### src/rtl/mem_lsu_pkg.sv
// Shared definitions for the load/store unit: access size codes, FSM states, word width
// and the alignment helper.
package mem_lsu_pkg;

  localparam int unsigned LsuWidth = 32;

  localparam logic [1:0] LsuSzB = 2'd0;
  localparam logic [1:0] LsuSzH = 2'd1;
  localparam logic [1:0] LsuSzW = 2'd2;
  localparam logic [1:0] LsuSzX = 2'd3;

  typedef enum logic [1:0] {
    StIdle   = 2'd0,
    StAccess = 2'd1,
    StWrite  = 2'd2,
    StResp   = 2'd3
  } lsu_state_e;

  // True when the low address bits are not a multiple of the access size.
  function automatic logic lsu_misaligned(input logic [1:0] size, input logic [1:0] addr);
    case (size)
      LsuSzH:  return addr[0];
      LsuSzW:  return addr != 2'd0;
      default: return 1'b0;
    endcase
  endfunction

endpackage

### src/rtl/mem_lsu_lane.sv
// Byte/half lane handling: extracts and extends a load lane, and merges store data into
// a read word. Purely combinational.
module mem_lsu_lane
  import mem_lsu_pkg::*;
(
  input  logic [1:0]          addr_i,
  input  logic [1:0]          size_i,
  input  logic                signed_i,
  input  logic [LsuWidth-1:0] rdata_i,
  input  logic [LsuWidth-1:0] wdata_i,
  output logic [LsuWidth-1:0] load_o,
  output logic [LsuWidth-1:0] merged_o
);

  logic [7:0]  byte_lane;
  logic [15:0] half_lane;

  always_comb begin
    byte_lane = rdata_i[7:0];
    unique case (addr_i)
      2'd0: byte_lane = rdata_i[7:0];
      2'd1: byte_lane = rdata_i[15:8];
      2'd2: byte_lane = rdata_i[23:16];
      2'd3: byte_lane = rdata_i[31:24];
    endcase
    half_lane = addr_i[1] ? rdata_i[31:16] : rdata_i[15:0];
  end

  always_comb begin
    load_o = rdata_i;
    case (size_i)
      LsuSzB:  load_o = {{24{signed_i & byte_lane[7]}}, byte_lane};
      LsuSzH:  load_o = {{16{signed_i & half_lane[15]}}, half_lane};
      default: load_o = rdata_i;
    endcase
  end

  always_comb begin
    merged_o = rdata_i;
    case (size_i)
      LsuSzB: begin
        unique case (addr_i)
          2'd0: merged_o[7:0]   = wdata_i[7:0];
          2'd1: merged_o[15:8]  = wdata_i[7:0];
          2'd2: merged_o[23:16] = wdata_i[7:0];
          2'd3: merged_o[31:24] = wdata_i[7:0];
        endcase
      end
      LsuSzH: begin
        if (addr_i[1]) merged_o[31:16] = wdata_i[15:0];
        else           merged_o[15:0]  = wdata_i[15:0];
      end
      LsuSzW:  merged_o = wdata_i;
      default: merged_o = rdata_i;
    endcase
  end

endmodule

### src/rtl/mem_lsu.sv
// Load/store unit: byte-addressed requests to a word memory, read-modify-write for sub-word
// stores. Define LSU_MISALIGN_EXC_EN to reject misaligned half/word accesses.
module mem_lsu
  import mem_lsu_pkg::*;
#(
  parameter int unsigned WIDTH = LsuWidth
) (
  input  logic             clk,
  input  logic             rst,
  input  logic             req_valid,
  output logic             req_ready,
  input  logic             req_we,
  input  logic [1:0]       req_size,
  input  logic             req_signed,
  input  logic [31:0]      req_addr,
  input  logic [WIDTH-1:0] req_wdata,
  output logic             resp_valid,
  input  logic             resp_ready,
  output logic [WIDTH-1:0] resp_rdata,
  output logic             resp_err,
  output logic [31:0]      mem_addr,
  output logic [WIDTH-1:0] mem_in,
  output logic             mem_we,
  input  logic [WIDTH-1:0] mem_out
);

  lsu_state_e state_q, state_d;

  logic             we_q, we_d;
  logic [1:0]       size_q, size_d;
  logic             signed_q, signed_d;
  logic [31:0]      addr_q, addr_d;
  logic [WIDTH-1:0] wdata_q, wdata_d;
  logic [WIDTH-1:0] rdata_q, rdata_d;
  logic             err_q, err_d;
  logic [WIDTH-1:0] merged_q, merged_d;

  logic             req_err;
  logic [WIDTH-1:0] load_word;
  logic [WIDTH-1:0] merged_word;

`ifdef LSU_MISALIGN_EXC_EN
  assign req_err = (size_q == LsuSzX) || lsu_misaligned(size_q, addr_q[1:0]);
`else
  assign req_err = (size_q == LsuSzX);
`endif

  mem_lsu_lane u_lane (
    .addr_i   (addr_q[1:0]),
    .size_i   (size_q),
    .signed_i (signed_q),
    .rdata_i  (mem_out),
    .wdata_i  (wdata_q),
    .load_o   (load_word),
    .merged_o (merged_word)
  );

  always_ff @(posedge clk) begin
    if (!rst) begin
      state_q <= StIdle;
    end else begin
      state_q <= state_d;
    end
  end

  always_comb begin
    state_d = state_q;
    unique case (state_q)
      StIdle:   if (req_valid) state_d = StAccess;
      StAccess: state_d = (we_q && !req_err && size_q != LsuSzW) ? StWrite : StResp;
      StWrite:  state_d = StResp;
      StResp:   if (resp_ready) state_d = StIdle;
      default:  state_d = StIdle;
    endcase
  end

  always_comb begin
    we_d     = we_q;
    size_d   = size_q;
    signed_d = signed_q;
    addr_d   = addr_q;
    wdata_d  = wdata_q;
    rdata_d  = rdata_q;
    err_d    = err_q;
    merged_d = merged_q;
    if (state_q == StIdle && req_valid) begin
      we_d     = req_we;
      size_d   = req_size;
      signed_d = req_signed;
      addr_d   = req_addr;
      wdata_d  = req_wdata;
    end
    if (state_q == StAccess) begin
      rdata_d  = (!we_q && !req_err) ? load_word : '0;
      err_d    = req_err;
      merged_d = merged_word;
    end
  end

  always_ff @(posedge clk) begin
    if (!rst) begin
      we_q     <= 1'b0;
      size_q   <= LsuSzB;
      signed_q <= 1'b0;
      addr_q   <= '0;
      wdata_q  <= '0;
      rdata_q  <= '0;
      err_q    <= 1'b0;
      merged_q <= '0;
    end else begin
      we_q     <= we_d;
      size_q   <= size_d;
      signed_q <= signed_d;
      addr_q   <= addr_d;
      wdata_q  <= wdata_d;
      rdata_q  <= rdata_d;
      err_q    <= err_d;
      merged_q <= merged_d;
    end
  end

  // Write enable is gated by reset so an abort in the WRITE cycle never reaches memory.
  always_comb begin
    req_ready  = (state_q == StIdle);
    resp_valid = (state_q == StResp);
    resp_rdata = rdata_q;
    resp_err   = err_q;
    mem_addr   = {2'b00, addr_q[31:2]};
    mem_in     = (state_q == StWrite) ? merged_q : wdata_q;
    mem_we     = rst && ((state_q == StWrite) ||
                         (state_q == StAccess && we_q && !req_err && size_q == LsuSzW));
  end

endmodule

### config.mk
export PLATFORM = sky130hd
export DESIGN_NAME = mem_lsu
export DESIGN_NICKNAME = d
export VERILOG_FILES = /design/src/rtl/mem_lsu_pkg.sv /design/src/rtl/mem_lsu_lane.sv /design/src/rtl/mem_lsu.sv
export SDC_FILE = /design/constraint.sdc
export NUM_CORES = 1
export LEC_CHECK = 0
export CAP_MARGIN = 10
export CORE_MARGIN = 3
export CORE_UTILIZATION = 40
export CTS_BUF_LIST = sky130_fd_sc_hd__clkbuf_16
export CTS_CLUSTER_SIZE = 12
export DETAILED_ROUTE_END_ITERATION = 8
export GPL_ROUTABILITY_DRIVEN = 1
export GPL_TIMING_DRIVEN = 0
export PLACE_DENSITY = 0.72
export SYNTH_ARGS = -nofsm -noshare
export SYNTH_HDL_FRONTEND = slang
export SYNTH_SLANG_ARGS = --single-unit
### constraint.sdc
create_clock -name clk -period 1.9 [get_ports clk]
set_clock_uncertainty 0.05 [all_clocks]
set_input_delay 0.285 -clock clk [delete_from_list [all_inputs] [get_ports clk]]
set_output_delay 0.285 -clock clk [all_outputs]
set_load 0.03 [all_outputs]
* Word level (Yosys, flattened, before mapping) *
Index checks and enable logic that the tools add are counted.
W data, S select, Z words.

word-level totals
  register bits = 135
  input bits = 104
  output and inout bits = 100
  logic and storage cells = 54

operators by class
  eq/ne operators = 12
  muxes and demuxes = 16
  bitwise operators = 2
  reduce and logical (&&, ||, !) cells = 15

operators with widths
  cell                  number
  $pmux W32 S3          1
  $mux W32              2
  $pmux W32 S2          1
  $mux W16              3
  $mux W8               4
  $pmux W8 S4           1
  $eq A2 B2 Y1 const B  6
  $logic_and A1 B1 Y1   8
  $pmux W2 S4           1
  $eq A2 B1 Y1 const B  3
  $logic_not A2 Y1      3
  $mux W2               2
  $ne A2 B2 Y1 const B  2
  $and A1 B1 Y1         2
  $logic_not A1 Y1      2
  $ne A2 B1 Y1 const B  1
  $reduce_and A2 Y1     1
  $logic_or A1 B1 Y1    1
  $mux W1               1

* Logic depth before layout (Yosys ltp) *
  depth in word-level cells = 6
  gate-level depth with buffers = 9
  depth with buffers taken out = 6

* Modules after synthesis *
A second synthesis with hierarchy kept.

second synthesis, totals
  cells, all modules = 830
  area total of the unflattened synthesis = 6940.4 um^2

modules (own cells, without submodules)
  module        times used  cells each  area each (um^2)  sequential area each (um^2)
  mem_lsu       1           607         5445.2            2702.6
  mem_lsu_lane  1           223         1495.2            0.0

* Worst setup path after synthesis *
Ideal clock, no wire load.

  path type = reg2reg
  start point = register state_q[0]
  end point = register wdata_q[10]
  setup time = 0.070 ns
  data arrival time = 1.770 ns
  data required time = 1.780 ns
  slack = 0.009 ns
  cell stages (with the launch flop) = 9
  path buffers = 3
  period minus slack after synthesis = 1.891 ns
  cells stage by stage = dfxtp_1 inv_1 ha_1 and2_1 clkbuf_1 buf_2 clkbuf_1 nand2_1 a21oi_1

between the ends
  word-level cells in the longest chain between the ends = 2

RTL lines
  item                    line            RTL
  from (decl)             mem_lsu.sv:27   lsu_state_e state_q, state_d;
  from (signal assigned)  mem_lsu.sv:60   state_q <= StIdle;
  from (signal assigned)  mem_lsu.sv:62   state_q <= state_d;
  $logic_not A2 Y1        -
  net req_ready           mem_lsu.sv:11   output logic req_ready,
  $logic_and A1 B1 Y1     mem_lsu.sv:86   if (state_q == StIdle && req_valid) begin
  to (signal assigned)    mem_lsu.sv:115  wdata_q <= wdata_d;
  to (decl)               mem_lsu.sv:33   logic [WIDTH-1:0] wdata_q, wdata_d;

The timed path passes the listed nets, and every way through them passes these cells.
A chain may end at the register's enable or synchronous reset.

* Worst setup path after layout *
  start point = register state_q[1]
  end point = output mem_in[9]

between the ends
  word-level cells in the longest chain between the ends = 2

RTL lines
  item          line            RTL
  $eq A2 B2 Y1  mem_lsu.sv:129  mem_in = (state_q == StWrite) ? merged_q : wdata_q;
  $mux W32      mem_lsu.sv:129
  to (decl)     mem_lsu.sv:22   output logic [WIDTH-1:0] mem_in,

No other way between the ends.

==> key figures <==
Power and ir drop
  • Leakage: 4.29 nW
  • Pwr/cell area: 1290 mW/mm^2
  • Peak VDD IR: 784 uV

Critical path
  • Register-to-Register Path Depth: 8
  • Worst setup SP type: flop
  • CP cell instances: buf_6 -> ha_4 -> buf_8 -> mux2_2 -> buf_6
  • CP peak stage delay: 0.36 ns
  • CP endpoint kind: output pin
  • Kind of critical path: flop to output pin
  • FF-to-FF End: resp_rdata[15]$_SDFFE_PN0N_
  • WP buf/inv: 3
  • CP max FO: 10
  • Crit path max-delay family: buffers and inverters
  • Slowest CP cell: dfxtp_4
  • WP data arrival: 1.76 ns
  • Crit-path most repeated cell: buf_6
  • RR Startpoint: state_q[1]$_SDFFE_PN0P_
  • R2R Setup Slk: 0.02 ns
  • Worst path required time: 1.56 ns

Cells and area
  • Final #Nets: 1155
  • Finished Layout Cells: 1279
  • # fillers: 1480
  • Most common cell after layout, fill and taps aside: nand2_1
  • Sequential Area: 0.00271 sq mm
  • Area growth syn-to-layout: 48.9%
  • Most frequent cells in the layout: nand2_1, clkdlybuf4s50_1, dfxtp_1
  • Multi-input logic area: 0.00366 sq mm
  • Share of post-route cells with drive strength above 1: 20.5%
  • Ant diodes: 0

Synthesis
  • Post-synth ARST share: 0%
  • Synth Warn #: 0
  • Synth Cell Area: 0.00680 sq mm
  • Synthesized flop and latch total: 135
  • Sequential area share after synthesis: 39.8%
  • Post-synth EDFFs: 0
  • Netlist cell types: 48
  • Mapped Cells: 819
  • Ys flop type: dfxtp_1
  • Syn_area_per_cell: 8.30 sq um

Die
  • Std-Cell Rows: 47
  • Die Wd: 136 um
  • I/O pins: 204
  • Starting Density: 41.0%
  • Core footprint: 0.0166 sq mm
  • Die Y: 136 um
  • DIE AREA: 0.0186 sq mm

STA
  • Final setup vio count: 34
  • Final hold violations: 0
  • RSZ-0062 raised after global routing: true
  • Min cycle time layout: 2.10 ns
  • Achievable Freq: 0.477 GHz
  • Pin slew with the least headroom to its limit: 0.722 ns
  • Period utilisation layout: 110%
  • Slew Viols, Final: 0
  • Setup TNS: -4.41 ns
  • Setup ws final: -0.195 ns
  • Rel. slew slack: 51.8%

Job
  • Maxcap violations: 0

Drt
  • Post-route DRC: 0
  • Via count: 6913
  • Drt first pass iters: 5
  • Detail Route Antenna Nets: 0
  • Initial DRC Count: 703
  • Drt total wl: 23.8 mm
  • Vias per cell: 5.41
  • DR WL/cell: 18.6 um

Global routing
  • Largest net degree at the start of global routing: 17
  • Gr ovfl total: 0
  • Via count of the first global-routing pass: 6616
  • Initial antenna violation count: 0
  • Total track usage: 25.1%
  • Global-route wire length before repair: 35.7 mm

Run status
  • Status: finished, violations left
  • Failing checks: negative setup slack

Clocking
  • Clk_lat worst skew: 0.43 ns
  • Clk sink count: 135
  • Reg clk slew, reported paths: 0.06 ns
  • H-Tree Depth: 4
  • Number of buffers created by CTS: 17
  • Bufs on Longest Clock Path: 2
  • CTS root buf: clkbuf_16
  • CTS tree: built

Place
  • Gpl congestion: 0.957
  • Placed insts: 1241
  • Place WS: -1.20 ns
  • Detailed Place HPWL: 17.5 mm
  • Buffers on Ports: 201

Worst hold path
  • Worst Hold Endpoint: wdata_q[16]$_SDFFE_PN0P_
  • Hold Crit Class: primary input to flop
  • Hold path startpoint: req_wdata[16]
  • Worst Hold Depth: 3
[power breakdown]
part	switching [W]	total (W)	internal, W
Combinational	0.00331	0.00588	0.00257
Clock	0.00129	0.00320	0.00191
Sequential	0.000513	0.00400	0.00349
Total	0.00512	0.0131	0.00796
[worst max-delay path by stage]
stage	startpoint	endpoint	slack, ns	depth (start not counted)
6_report	state_q[1]$_SDFFE_PN0P_	mem_in[9]	-0.20	5
5_1_grt	state_q[1]$_SDFFE_PN0P_	mem_in[8]	-0.24	5
4_1_cts	state_q[1]$_SDFFE_PN0P_	mem_we	-0.20	8
2_1_floorplan	state_q[0]$_SDFFE_PN0P_	wdata_q[10]$_SDFFE_PN0P_	0.009	8
3_5_place_dp	rst	mem_we	-1.20	5
3_3_place_gp	rst	mem_we	-1.22	5
[synthesized netlist by cell type (4+ instances only)]
library cell    n  share of area, %
clkbuf_1       44               2.4
a32oi_1         7              0.90
mux2i_1        18               2.7
buf_2          12              0.88
a211oi_1        9              0.99
and3_1         17               1.6
a21boi_0       47               5.2
a222oi_1        7               1.0
buf_4          33               3.6
a221o_1        23               3.4
nand2b_1       11               1.0
mux2_2         26               4.3
nor2_1         13              0.72
ha_1            4              0.74
a31oi_1         8              0.74
inv_1          31               1.7
a21oi_1        40               2.9
o21ai_0        77               5.7
nand3b_1        8              0.88
buf_1           5              0.28
nand3_1        17               1.3
nor2b_1        10              0.92
nand2_1       176               9.7
mux4_2          7               2.3
a221oi_1        8               1.0
dfxtp_1       135                40
[cells by family after synthesis]
| family | count (synthesis) | synth area share [%] |
|---|---|---|
| buf+inv | 128 | 9.24 |
| fa+ha+maj | 4 | 0.736 |
| compound gates | 237 | 23.4 |
| mux | 52 | 9.50 |
| other cells | 1 | 0.0552 |
| flops | 135 | 39.8 |
| simple gates | 262 | 17.3 |
[layout make-up]
| cell class | instances | area share [%] |
|---|---|---|
| Clock inverter | 14 | 1.36 |
| Inverter | 32 | 1.19 |
| Timing Repair Buffer | 210 | 21.5 |
| Buffer | 94 | 6.18 |
| Multi-Input combinational cell | 557 | 36.1 |
| Clock buffer | 17 | 4.20 |
| Sequential cell | 135 | 26.8 |
| Tap cell | 220 | 2.72 |
[timing repair]
action                     in CTS  in global routing
pin swaps                       6                  1
setup endpoints to repair     103                166
setup buffers                   8                  1
hold buffers                    0                  0
gates resized for setup       300                 96
cloned                          0                  0
[through the flow]
step                      total power (W)  area [sq um]  hold WS [ns]  util [%]
after floorplan                   0.00724          6800         0.371         -
after global placement            0.00922          9090         0.400      54.8
after detailed placement          0.00926          9090         0.407      54.8
after CTS                          0.0129          9900         0.336      59.7
after global routing               0.0138         10100         0.348      61.0
final                              0.0131         10100         0.351      61.0
[registers in the layout, indices dropped and copies added, names as in the netlist]
| signal | count |
|---|---|
| merged_q | 32 |
| size_q | 2 |
| state_q | 2 |
| we_q | 1 |
| addr_q | 32 |
| wdata_q | 32 |
| resp_rdata | 32 |
| signed_q | 1 |
| resp_err | 1 |
[worst reg2reg max path, stage by stage, from the launching register on]
cell and delay, ns:
dfxtp_4 0.35, inv_2 0.06, ha_2 0.16, buf_6 0.12, nand2_1 0.10, nor3_2 0.42
buf_2 0.32, a22oi_1 0.11, o211ai_1 0.11
[routing by layer]
layer | global-route usage (%) | vias up | routed length [um]
met1 | 31.8 | 3144 | 9640
met5 | 0 | - | 0
li1 | - | 3302 | -
met3 | 8.62 | 75 | 2620
met4 | 12.8 | 0 | 1130
met2 | 37.9 | 392 | 10400
Power figures use the tool's default switching activity.
